File: src/rtl/instruction_fetch_unit.sv
// Instruction fetch unit: single-outstanding imem requester feeding a
// small {addr, instr} buffer in front of the core, with redirect/flush.
module instruction_fetch_unit #(
  parameter logic [31:0] RESET_VECTOR = 32'h0000_0000,
  parameter int unsigned DEPTH        = 2
) (
  input  logic        CLK,
  input  logic        ResetPC,
  output logic        imem_req,
  output logic [31:0] imem_addr,
  input  logic        imem_ack,
  input  logic [31:0] imem_rdata,
  output logic [31:0] Instruction,
  output logic [31:0] PC,
  output logic        InstrValid,
  input  logic        InstrReady,
  input  logic        Redirect,
  input  logic [31:0] RedirectPC
);

  localparam int unsigned PW = $clog2(DEPTH);
  localparam int unsigned CW = PW + 1;
  localparam logic [CW-1:0] FULL = CW'(DEPTH);
  localparam logic [31:0] NOP = 32'h0000_0013;

  typedef enum logic [1:0] {
    IDLE,
    FETCH,
    DISCARD
  } state_e;

  state_e        state_q, state_d;
  logic [31:0]   fpc_q, fpc_d;
  logic [31:0]   req_addr_q, req_addr_d;
  logic [PW-1:0] wr_ptr_q, wr_ptr_d;
  logic [PW-1:0] rd_ptr_q, rd_ptr_d;
  logic [CW-1:0] count_q, count_d;

  logic [31:0]   addr_mem  [DEPTH];
  logic [31:0]   instr_mem [DEPTH];

  logic          push;
  logic          pop;
  logic [31:0]   redirect_pc;
  logic          unused_rpc;

  // Low target bits are dropped: fetch is word-aligned.
  assign redirect_pc = {RedirectPC[31:2], 2'b00};
  assign unused_rpc  = ^RedirectPC[1:0];

  assign InstrValid = (count_q != '0);
  assign push = (state_q == FETCH) && imem_ack && !Redirect;
  assign pop  = InstrValid && InstrReady && !Redirect;

  always_comb begin
    count_d  = count_q;
    wr_ptr_d = wr_ptr_q;
    rd_ptr_d = rd_ptr_q;
    unique case (1'b1)
      Redirect: begin
        count_d  = '0;
        wr_ptr_d = '0;
        rd_ptr_d = '0;
      end
      push && pop: begin
        wr_ptr_d = wr_ptr_q + PW'(1);
        rd_ptr_d = rd_ptr_q + PW'(1);
      end
      push && !pop: begin
        count_d  = count_q + CW'(1);
        wr_ptr_d = wr_ptr_q + PW'(1);
      end
      pop && !push: begin
        count_d  = count_q - CW'(1);
        rd_ptr_d = rd_ptr_q + PW'(1);
      end
      default: ;
    endcase
  end

  always_comb begin
    state_d = state_q;
    fpc_d   = fpc_q;
    unique case (state_q)
      IDLE: begin
        if (Redirect || (count_q < FULL)) begin
          state_d = FETCH;
        end
      end
      FETCH: begin
        if (Redirect) begin
          state_d = imem_ack ? FETCH : DISCARD;
        end else if (imem_ack) begin
          state_d = (count_d < FULL) ? FETCH : IDLE;
        end
      end
      DISCARD: begin
        if (imem_ack) begin
          state_d = FETCH;
        end
      end
      default: state_d = IDLE;
    endcase

    if (Redirect) begin
      fpc_d = redirect_pc;
    end else if (push) begin
      fpc_d = fpc_q + 32'd4;
    end
  end

  // A stale request keeps its own address until its ack arrives.
  assign req_addr_d = (state_d == FETCH) ? fpc_d : req_addr_q;

  always_ff @(posedge CLK) begin
    if (!ResetPC) begin
      state_q    <= IDLE;
      fpc_q      <= RESET_VECTOR;
      req_addr_q <= RESET_VECTOR;
      wr_ptr_q   <= '0;
      rd_ptr_q   <= '0;
      count_q    <= '0;
    end else begin
      state_q    <= state_d;
      fpc_q      <= fpc_d;
      req_addr_q <= req_addr_d;
      wr_ptr_q   <= wr_ptr_d;
      rd_ptr_q   <= rd_ptr_d;
      count_q    <= count_d;
    end
  end

  always_ff @(posedge CLK) begin
    if (ResetPC && push) begin
      addr_mem[wr_ptr_q]  <= fpc_q;
      instr_mem[wr_ptr_q] <= imem_rdata;
    end
  end

  assign imem_req    = (state_q != IDLE);
  assign imem_addr   = req_addr_q;
  assign Instruction = InstrValid ? instr_mem[rd_ptr_q] : NOP;
  assign PC          = InstrValid ? addr_mem[rd_ptr_q] : 32'h0;

endmodule

File: config.mk
export PLATFORM = sky130hd
export DESIGN_NAME = instruction_fetch_unit
export DESIGN_NICKNAME = d
export VERILOG_FILES = /design/src/rtl/instruction_fetch_unit.sv
export SDC_FILE = /design/constraint.sdc
export NUM_CORES = 1
export LEC_CHECK = 0
export BUFFER_PORTS_ARGS = -buffer_cell sky130_fd_sc_hd__buf_2
export CAP_MARGIN = 40
export CORE_AREA = 5 5 150 152
export DETAILED_ROUTE_END_ITERATION = 8
export DIE_AREA = 0 0 155 157
export SLEW_MARGIN = 20
export SYNTH_ARGS = -nofsm -noshare
export SYNTH_HDL_FRONTEND = slang
export SYNTH_SLANG_ARGS = --single-unit
export TNS_END_PERCENT = 50
File: constraint.sdc
create_clock -name CLK -period 6.64 [get_ports CLK]
set_input_delay 1.328 -clock CLK [delete_from_list [all_inputs] [get_ports CLK]]
set_output_delay 1.328 -clock CLK [all_outputs]
set_load 0.01 [all_outputs]
==> run metrics, run 1 <==
CP arrival=4.21 ns; Yosys warning total=0; crit path kind=primary input to flop; drt via density=5.22; CP Max Fanout=34; grt total ovfl=0; unrepaired setup endpoints after global routing=false; first-pass GRT wire length=30.2 mm; Finish-stage setup viols=0; max-cap violations=0; H-Tree Depth=4; Fillers=1972; Synth cell types=54; Post-CTS Setup Bufs=0; Final Slew Violations=0; Hold Path Origin=fpc_q[0]; CTS buffer count=17; placed cells=1062; worst slack, placed=2.31 ns; setup TNS=0 ns; Power Density=260 nW/µm²; P_leak=3.75 nW; Worst R2R Setup Slack=3.36 ns; post-detail-place hpwl=13.2 mm; CTS clock-pin slew for the worst setup and hold paths=0.07 ns; Max transition margin=46.2%; CTS Root Buffer Type=clkbuf_16; post_cts resized=0; Iter 0 DRT Violations=463; r2r worst-path depth=11; Worst Hold Path Cells=0; CP endpoint kind=flop; initial antenna violation count=0; Seq/Total Area, Yosys=64.3%; fmax=0.257 GHz; total core area=20900 µm²; Mean Syn Cell Area=12.6 µm²; FF+latch count, synth=199; Worst Tran Pin Value=0.800 ns; vias in the first global route=5345; top_reg_cell synth=edfxtp_1; drt drc=0; crit path time final=3.89 ns; net count of the finished layout=879; syn_nets=721; Startpoint Class=primary input; clk_lat worst skew=0.43 ns; largest net degree at the start of global routing=62; Total Power=2.58 mW; DRT antenna net count=0; layout cells sized above 1=27.4%; Cell Rows=53; CTS Hold Bufs=0; Total GRT Usage=16.0%; post-layout util=47.4%; P&R area growth vs syn=21.0%; gpl congestion=0.780; Synth area leaders=edfxtp_1 47%, dfxtp_1 17%, mux2i_1 8.4%, nor2_1 4.4%, o22a_1 2.0%; full die area=24300 µm²; Synth Instances=648; CTS tree=built; asr flop ratio synth=0%; starting density of the core=39.2%; RR Startpoint=state_q[0]; crit share post-route=58.5%; die span in y=157 µm; I/O Buffers=164; Routed WL=19.6 mm; clk_skew=0.00978 ns; DIE WIDTH=155 µm; clock sinks=199; first drt pass iteration count=5; Post-synth EDFFs=128; final hold vios=0; Critical Path RT=6.97 ns; Mapped Area=8190 µm²; R2R Path End=imem_addr[22]; Worst VDD drop=0.167 mV; ant diodes=0; Vias=5710; Synth area leader=edfxtp_1; status=finished clean; I/O Pins=167; clk buf depth=2; hold crit path type=flop to flop; drt wl/cell=17.9 µm; hold path endpoint=addr_mem[0][0]; Layout Cells excl Fill=1094; post-synth top area share=46.9%; Worst Setup Slack, final=2.75 ns
## per-layer routing
metal,share of wire [%],track usage (%)
met2,45,25.0
met1,47,22.8
met4,1.1,4.04
met5,0,0
met3,6.6,3.57
## placed cells by master, fill, tap and decap left out, drive strengths merged, types with 3 or more instances in the layout
cell type and n:
buf 176, edfxtp 128, nor2 96, dfxtp 71, mux2i 69, nand2 22, clkbuf 22, o22a 19
a21oi 14, nand4 13, o21ai 13, nor3 13, and3 12, inv 12, nand3 11, o31ai 10
or4 10, a311oi 10, and4 7, nor2b 7, a31oi 7, or3 7, nand2b 6, nor4 5
xnor2 5, clkinv 5, and2 4, a21o 4, a211oi 4, ha 4, mux2 3, a32o 3
nand4b 3, a41o 3, o211ai 3
## cell usage after synthesis (all sizes together), types with 3 or more instances
library cell / count
edfxtp: 128
nor2: 96
dfxtp: 71
mux2i: 69
clkbuf: 30
nand2: 22
o22a: 19
a21oi: 14
nand4: 13
nor3: 13
o21ai: 13
and3: 12
nand3: 11
a311oi: 10
o31ai: 10
or4: 10
buf: 8
inv: 8
a31oi: 7
and4: 7
nor2b: 7
or3: 7
nand2b: 6
nor4: 5
xnor2: 5
a211oi: 4
a21o: 4
and2: 4
ha: 4
a32o: 3
a41o: 3
mux2: 3
nand4b: 3
o211ai: 3
## cell type report
cell class	instances	area, µm²	area share (%)
Sequential cell	199	5270	53.2
Multi-Input combinational cell	403	2760	27.9
Timing Repair Buffer	177	937	9.46
Clock buffer	22	475	4.80
Tap cell	275	344	3.47
Clock inverter	10	92.6	0.934
Inverter	8	30.0	0.303
## how the worst max path moves through the flow
stage / startpoint / to / slack (ns) / cells after the start
floorplan: imem_ack / addr_mem[0][0] / 1.87 / 5
global placement: Redirect / imem_addr[20] / 2.23 / 8
detailed placement: Redirect / imem_addr[22] / 2.31 / 10
CTS: Redirect / imem_addr[22] / 2.76 / 10
global route: Redirect / imem_addr[22] / 2.49 / 10
finish: Redirect / imem_addr[22] / 2.75 / 10
## flip-flops by register name (all words and copies together) (netlist names), named ones only
name       count
addr_mem      64
wr_ptr_q       1
count_q        2
rd_ptr_q       1
instr_mem     64
imem_addr     32
fpc_q         32
state_q        2
## worst max-delay path: stages
cell	delay (ns)
buf_2	0.51
nor2_1	0.19
ha_1	0.27
xor2_1	0.19
or3_1	0.39
a31oi_1	0.51
nor2_2	0.22
buf_8	0.21
buf_4	0.17
a41o_1	0.20
## kinds of logic (layout without fill, tap and decap cells)
family,after synthesis,in the layout,synth area share (%)
and+or+nand+nor,219,219,13.6
buffers and inverters,46,217,2.34
AOI/OAI and AO/OA,101,101,9.55
adders and majority gates,4,4,0.611
DFF,199,199,64.3
xor gates and xnor gates,7,7,0.748
muxes,72,72,8.84
## per-stage QoR
| stage | cell area (µm²) | hold slack (ns) |
|---|---|---|
| 5_1_grt | 9910 | 0.476 |
| 3_3_place_gp | 9300 | 0.435 |
| 6_report | 9910 | 0.458 |
| 2_1_floorplan | 8200 | 0.418 |
| 3_5_place_dp | 9340 | 0.445 |
| 4_1_cts | 9910 | 0.461 |
## report_power, final
| group | total (mW) | switching, mW | internal (mW) |
|---|---|---|---|
| sequential | 1.40 | 0.0382 | 1.36 |
| combinational | 0.181 | 0.104 | 0.0775 |
| clock | 0.998 | 0.446 | 0.552 |
(Power assumes the default switching activity.)
==> run 2: changes to the inputs <==
- ABC_AREA: unset -> 1
- CORE_AREA: 5 5 150 152 -> 5 5 154 156
- DIE_AREA: 0 0 155 157 -> 0 0 159 161
- clock period: 6.64 -> 3.15 ns (I/O delays scaled with it)
==> run metrics, run 2 <==
status=finished clean (unchanged); CTS tree=built (unchanged); H-Tree Depth=4 (unchanged); unrepaired setup endpoints after global routing=false (unchanged); largest net degree at the start of global routing=54 (was 62); P_leak=4.59 nW (was 3.75 nW); Finish-stage setup viols=0 (unchanged); commonest non-fill, non-tap cell in the layout=nand2_1 (was buf_2); RR Startpoint=count_q[1] (was state_q[0]); I/O Buffers=164 (unchanged); max-cap violations=0 (unchanged); Hold WS=0.384 ns (was 0.458 ns); gpl congestion=0.848 (was 0.780); ant diodes=0 (unchanged); Worst Tran Pin Value=0.552 ns (was 0.800 ns); post-layout util=47.7% (was 47.4%); Yosys warning total=0 (unchanged); CTS clock-pin slew for the worst setup and hold paths=0.07 ns (about the same); final hold vios=0 (unchanged); biggest regs=addr_mem (64), instr_mem (64) (unchanged); Synth Instances=962 (was 648); CP endpoint kind=output port (was flop); layout cells sized above 1=22.5% (was 27.4%); CP arrival=1.93 ns (was 4.21 ns); Post-synth EDFFs=128 (unchanged); DRT antenna net count=0 (unchanged); Routed WL=22.2 mm (was 19.6 mm); total core area=22200 µm² (was 20900 µm²); top_reg_cell synth=edfxtp_1 (unchanged); drt wl/cell=15.6 µm (was 17.9 µm); crit share post-route=81.3%; Worst Setup Slack, final=0.590 ns (was 2.75 ns); Iter 0 DRT Violations=403 (was 463); grt total ovfl=0 (unchanged); CTS buffer count=17 (unchanged); post_cts resized=0 (unchanged); hold crit path type=primary input to flop (was flop to flop); Synth area leader=edfxtp_1 (unchanged); post-detail-place hpwl=15.8 mm (was 13.2 mm); clk_lat worst skew=0.43 ns (about the same); full die area=25600 µm² (was 24300 µm²); setup TNS=0 ns (unchanged); most frequent cells in the layout=315 x nand2_1, 164 x buf_2, 128 x edfxtp_1, 107 x nor2_1, 84 x a21oi_1 (was 164 x buf_2, 128 x edfxtp_1, 93 x nor2_1, 70 x dfxtp_1, 69 x mux2i_1); drt drc=0 (unchanged); wl on met1=11.0 mm (was 9.23 mm); CTS Hold Bufs=0 (unchanged); first drt pass iteration count=6 (was 5); first-pass GRT wire length=35.0 mm (was 30.2 mm); initial antenna violation count=0 (unchanged); Cell Rows=55 (was 53); Seq/Total Area, Yosys=60.7% (was 64.3%); Mean Syn Cell Area=9.01 µm² (was 12.6 µm²); syn_nets=1035 (was 721); CTS Root Buffer Type=clkbuf_16 (unchanged); Mapped Area=8670 µm² (was 8190 µm²); r2r worst-path depth=15 (was 11); Synth area leaders=edfxtp_1 44%, dfxtp_1 16%, nand2_1 14%, a21oi_1 4.8%, nor2_1 4.6% (was edfxtp_1 47%, dfxtp_1 17%, mux2i_1 8.4%, nor2_1 4.4%, o22a_1 2.0%); DIE WIDTH=159 µm (was 155 µm); CP endpoint=PC[9] (was imem_addr[22]); starting density of the core=39.0% (was 39.2%); CP Max Fanout=53 (was 34); clock sinks=199 (unchanged); Vias=6832 (was 5710); worst slack, placed=0.496 ns (was 2.31 ns); R2R Path End=imem_addr[15] (was imem_addr[22]); crit path time final=2.56 ns; Worst R2R Setup Slack=0.75 ns (was 3.36 ns); Critical Path RT=2.52 ns (was 6.97 ns); Max transition margin=63.1% (was 46.2%); Power Density=541 nW/µm² (was 260 nW/µm²); top cells by count, synth=315 x nand2_1, 128 x edfxtp_1, 107 x nor2_1 (was 128 x edfxtp_1, 95 x nor2_1, 71 x dfxtp_1); Top Layer Used=met4 (unchanged); Total GRT Usage=17.0% (was 16.0%); drt via density=4.78 (was 5.22); net count of the finished layout=1204 (was 879); met3 WL post-DR=1.12 mm (was 1.29 mm); die span in y=161 µm (was 157 µm); Worst VDD drop=0.286 mV (was 0.167 mV); clk buf depth=2 (unchanged); fmax=0.391 GHz; asr flop ratio synth=0% (unchanged); clk_skew=0.0113 ns (was 0.00978 ns); WL met2=9.78 mm (was 8.82 mm); Post-CTS Setup Bufs=0 (unchanged); post-synth top area share=44.3% (was 46.9%); Final Slew Violations=0 (unchanged); FF+latch count, synth=199 (unchanged); crit path kind=flop to output port (was primary input to flop); Startpoint Class=flop (was primary input); vias in the first global route=6482 (was 5345); most common cell in the netlist=nand2_1 (was edfxtp_1); P&R area growth vs syn=22.4% (was 21.0%); Synth cell types=39 (was 54); I/O Pins=167 (unchanged)
==> run 2: changes by cell type after synthesis, moves of 19 or more <==
cell     delta
mux2i_1    -69
inv_1      +67
o22a_1     -19
nand3_1    +35
a21oi_1    +70
nand2_1   +293
==> run 2: how the worst min path moves through the flow <==
stage                              start          endpoint  slack (ns)  depth (start not counted)
after global routing      imem_rdata[12]  instr_mem[1][12]        0.36                          1
after floorplan                 fpc_q[0]    addr_mem[0][0]        0.43                          0
after global placement      imem_addr[2]      imem_addr[2]        0.44                          2
after CTS                  imem_rdata[8]   instr_mem[1][8]        0.36                          1
after detailed placement   imem_addr[28]     imem_addr[28]        0.44                          2
final                      imem_rdata[8]   instr_mem[1][8]        0.38                          1
==> run 2: final cells by class <==
type	count	area, µm²
Tap cell	285	357
Sequential cell	199	5270
Multi-Input combinational cell	642	2950
Timing Repair Buffer	186	1120
Clock buffer	17	425
Inverter	85	322
Clock inverter	15	168
Fill cell	2176	11600
==> run 2: metrics by stage <==
step           power (mW)  std cells  area, µm²
2_1_floorplan        3.33        962       8710
3_3_place_gp         3.60       1397      10000
3_5_place_dp         3.61       1397      10000
4_1_cts              5.80       1429      10600
5_1_grt              5.98       1429      10600
6_report             5.74       1429      10600
==> run 2: report_power, final <==
part	switching, mW	internal [mW]
Clock	1.01	1.19
Combinational	0.376	0.219
Sequential	0.0801	2.87
==> run 2: kinds of logic (layout without fill, tap and decap cells) <==
family | Yosys count | count (layout) | synth area share (%)
buffers and inverters | 121 | 303 | 5.54
DFF | 199 | 199 | 60.7
xor gates and xnor gates | 3 | 3 | 0.303
AOI/OAI and AO/OA | 120 | 120 | 7.26
and+or+nand+nor | 515 | 515 | 25.6
adders and majority gates | 4 | 4 | 0.577
==> run 2: metal layers <==
layer / vias up / track usage (%)
met3: 24 / 3.60
met4: 0 / 4.92
met2: 189 / 25.8
li1: 3486 / -
met1: 3133 / 24.9
met5: - / 0
==> run 2: worst max-delay path: stages, from the launching register on <==
cell     delay, ns
dfxtp_2       0.45
inv_2         0.28
buf_12        0.29
nand2_1       0.08
a21oi_1       0.20
buf_2         0.17
==> run 3: changes to the inputs <==
- clock period: 3.15 -> 2.1 ns (I/O delays scaled with it)
==> run metrics, run 3 (synthesis gave the netlist of run 2 again) <==
largest net degree at the start of global routing=65 (was 54); final hold vios=0 (unchanged); Critical Path RT=1.68 ns (was 2.52 ns); CP endpoint kind=output port (unchanged); crit path kind=flop to output port (unchanged); crit path time final=2.04 ns; full die area=25600 µm² (unchanged); die span in y=161 µm (unchanged); most frequent cells in the layout=314 x nand2_1, 162 x buf_2, 128 x edfxtp_1, 104 x nor2_1, 70 x inv_1 (was 315 x nand2_1, 164 x buf_2, 128 x edfxtp_1, 107 x nor2_1, 84 x a21oi_1); hold crit path type=primary input to flop (unchanged); I/O Pins=167 (unchanged); clock sinks=199 (unchanged); CP Max Fanout=28 (was 53); Vias=6923 (was 6832); layout cells sized above 1=27.3% (was 22.5%); unrepaired setup endpoints after global routing=true (was false); clk_skew=0.0144 ns (was 0.0113 ns); post-detail-place hpwl=16.2 mm (was 15.8 mm); Routed WL=22.5 mm (was 22.2 mm); Fillers=2112 (was 2176); setup TNS=0 ns (unchanged); starting density of the core=39.0% (unchanged); drt drc=0 (unchanged); met3 GRT Util=3.75% (was 3.60%); CTS buffer count=17 (unchanged); CP arrival=1.62 ns (was 1.93 ns); Iter 0 DRT Violations=374 (was 403); DRT antenna net count=0 (unchanged); commonest non-fill, non-tap cell in the layout=nand2_1 (unchanged); net count of the finished layout=1223 (was 1204); clk buf depth=2 (unchanged); Final Slew Violations=0 (unchanged); CTS clock-pin slew for the worst setup and hold paths=0.08 ns (was 0.07 ns); RR Startpoint=count_q[1] (unchanged); vias in the first global route=6682 (was 6482); H-Tree Depth=4 (unchanged); Total GRT Usage=17.3% (was 17.0%); worst slack, placed=-0.106 ns (was 0.496 ns); drt via density=4.78 (about the same); fmax=0.490 GHz; crit path from=count_q[1]; Power Density=812 nW/µm² (was 541 nW/µm²); first-pass GRT wire length=35.5 mm (was 35.0 mm); biggest regs=addr_mem (64), instr_mem (64) (unchanged); Worst Setup Slack, final=0.0578 ns (was 0.590 ns); Startpoint Class=flop (unchanged); Max transition margin=71.7% (was 63.1%); Finish-stage setup viols=0 (unchanged); grt total ovfl=0 (unchanged); met2 Usage GRT=27.7% (was 25.8%); crit share post-route=97.2%; gpl congestion=0.871 (was 0.848); Worst Tran Pin Value=0.425 ns (was 0.552 ns); DIE WIDTH=159 µm (unchanged); first drt pass iteration count=5 (was 6); ant diodes=0 (unchanged); status=finished clean (unchanged); P_leak=4.70 nW (was 4.59 nW); M1 GR Usage=24.5% (was 24.9%); initial antenna violation count=0 (unchanged); P&R area growth vs syn=27.2% (was 22.4%); busiest grt layer=met2 (unchanged); I/O Buffers=164 (unchanged); Worst VDD drop=0.653 mV (was 0.286 mV); Cell Rows=55 (unchanged); CTS tree=built (unchanged); drt wl/cell=15.5 µm (was 15.6 µm); clk_lat worst skew=0.43 ns (about the same); Hold Path Origin=imem_rdata[31] (was imem_rdata[8]); total core area=22200 µm² (unchanged); CTS Root Buffer Type=clkbuf_16 (unchanged); max-cap violations=0 (unchanged)
run 3: cell types whose count changed in the layout (fill, tap and decap cells not counted), moves of 4 or more:
cell / before / now
a21oi_2: 0 / 26
a21oi_1: 84 / 56
o21ai_0: 26 / 22
buf_4: 11 / 25
buf_6: 0 / 5
run 3: final timing paths:
path / slack [ns] / depth (start not counted) / endpoint
worst max-delay path: 0.06 / 7 / Instruction[31]
worst min-delay path: 0.18 / 1 / instr_mem[1][31]
worst max register to register: 0.12 / 14 / imem_addr[9]
worst min register to register: 0.44 / 2 / imem_addr[2]
run 3: cell type report:
cell class | instances | area [µm²] | area share (%)
Clock inverter | 15 | 216 | 1.96
Tap cell | 285 | 357 | 3.24
Multi-Input combinational cell | 642 | 3130 | 28.4
Inverter | 85 | 325 | 2.95
Sequential cell | 199 | 5270 | 47.8
Timing Repair Buffer | 205 | 1300 | 11.8
Clock buffer | 17 | 425 | 3.86
run 3: per-stage QoR:
step                      hold WS (ns)  utilization (%)  std cells  total power [mW]  instance area (µm²)
after floorplan                  0.426                -        962              5.00                 8710
after global placement           0.437             45.5       1415              5.44                10100
after detailed placement         0.434             45.5       1415              5.45                10100
after CTS                        0.162             48.8       1447              8.99                10900
after global routing             0.159             49.6       1448              9.31                11000
final                            0.179             49.6       1448              8.95                11000
run 3: worst max-delay path, cell delays in order, from the launching register on:
cell	delay, ns
dfxtp_2	0.34
inv_2	0.05
nand2_4	0.06
buf_6	0.13
clkinv_2	0.09
buf_6	0.19
a21oi_1	0.16
buf_2	0.16
run 3: repair_timing:
action / in CTS / in global routing
cloned: 0 / 0
hold buffers: 0 / 0
resized for setup: 25 / 46
pin swaps: 0 / 2
endpoints found under the setup margin: 69 / 85
buffers inserted: 0 / 1
run 3: layer usage:
layer / wire (µm) / vias to the layer above / part of all wire [%]
met5: 0 / - / 0
met4: 249 / 0 / 1.1
met3: 1190 / 21 / 5.3
met2: 10400 / 201 / 46
met1: 10600 / 3174 / 47
li1: - / 3527 / -
run 3: power by group:
group | leakage [nW] | internal [mW] | total [mW] | switching (mW)
logic | 2.64 | 0.401 | 1.00 | 0.603
registers | 1.76 | 4.30 | 4.42 | 0.114
clock network | 0.311 | 2.03 | 3.53 | 1.50
total | 4.70 | 6.73 | 8.95 | 2.22
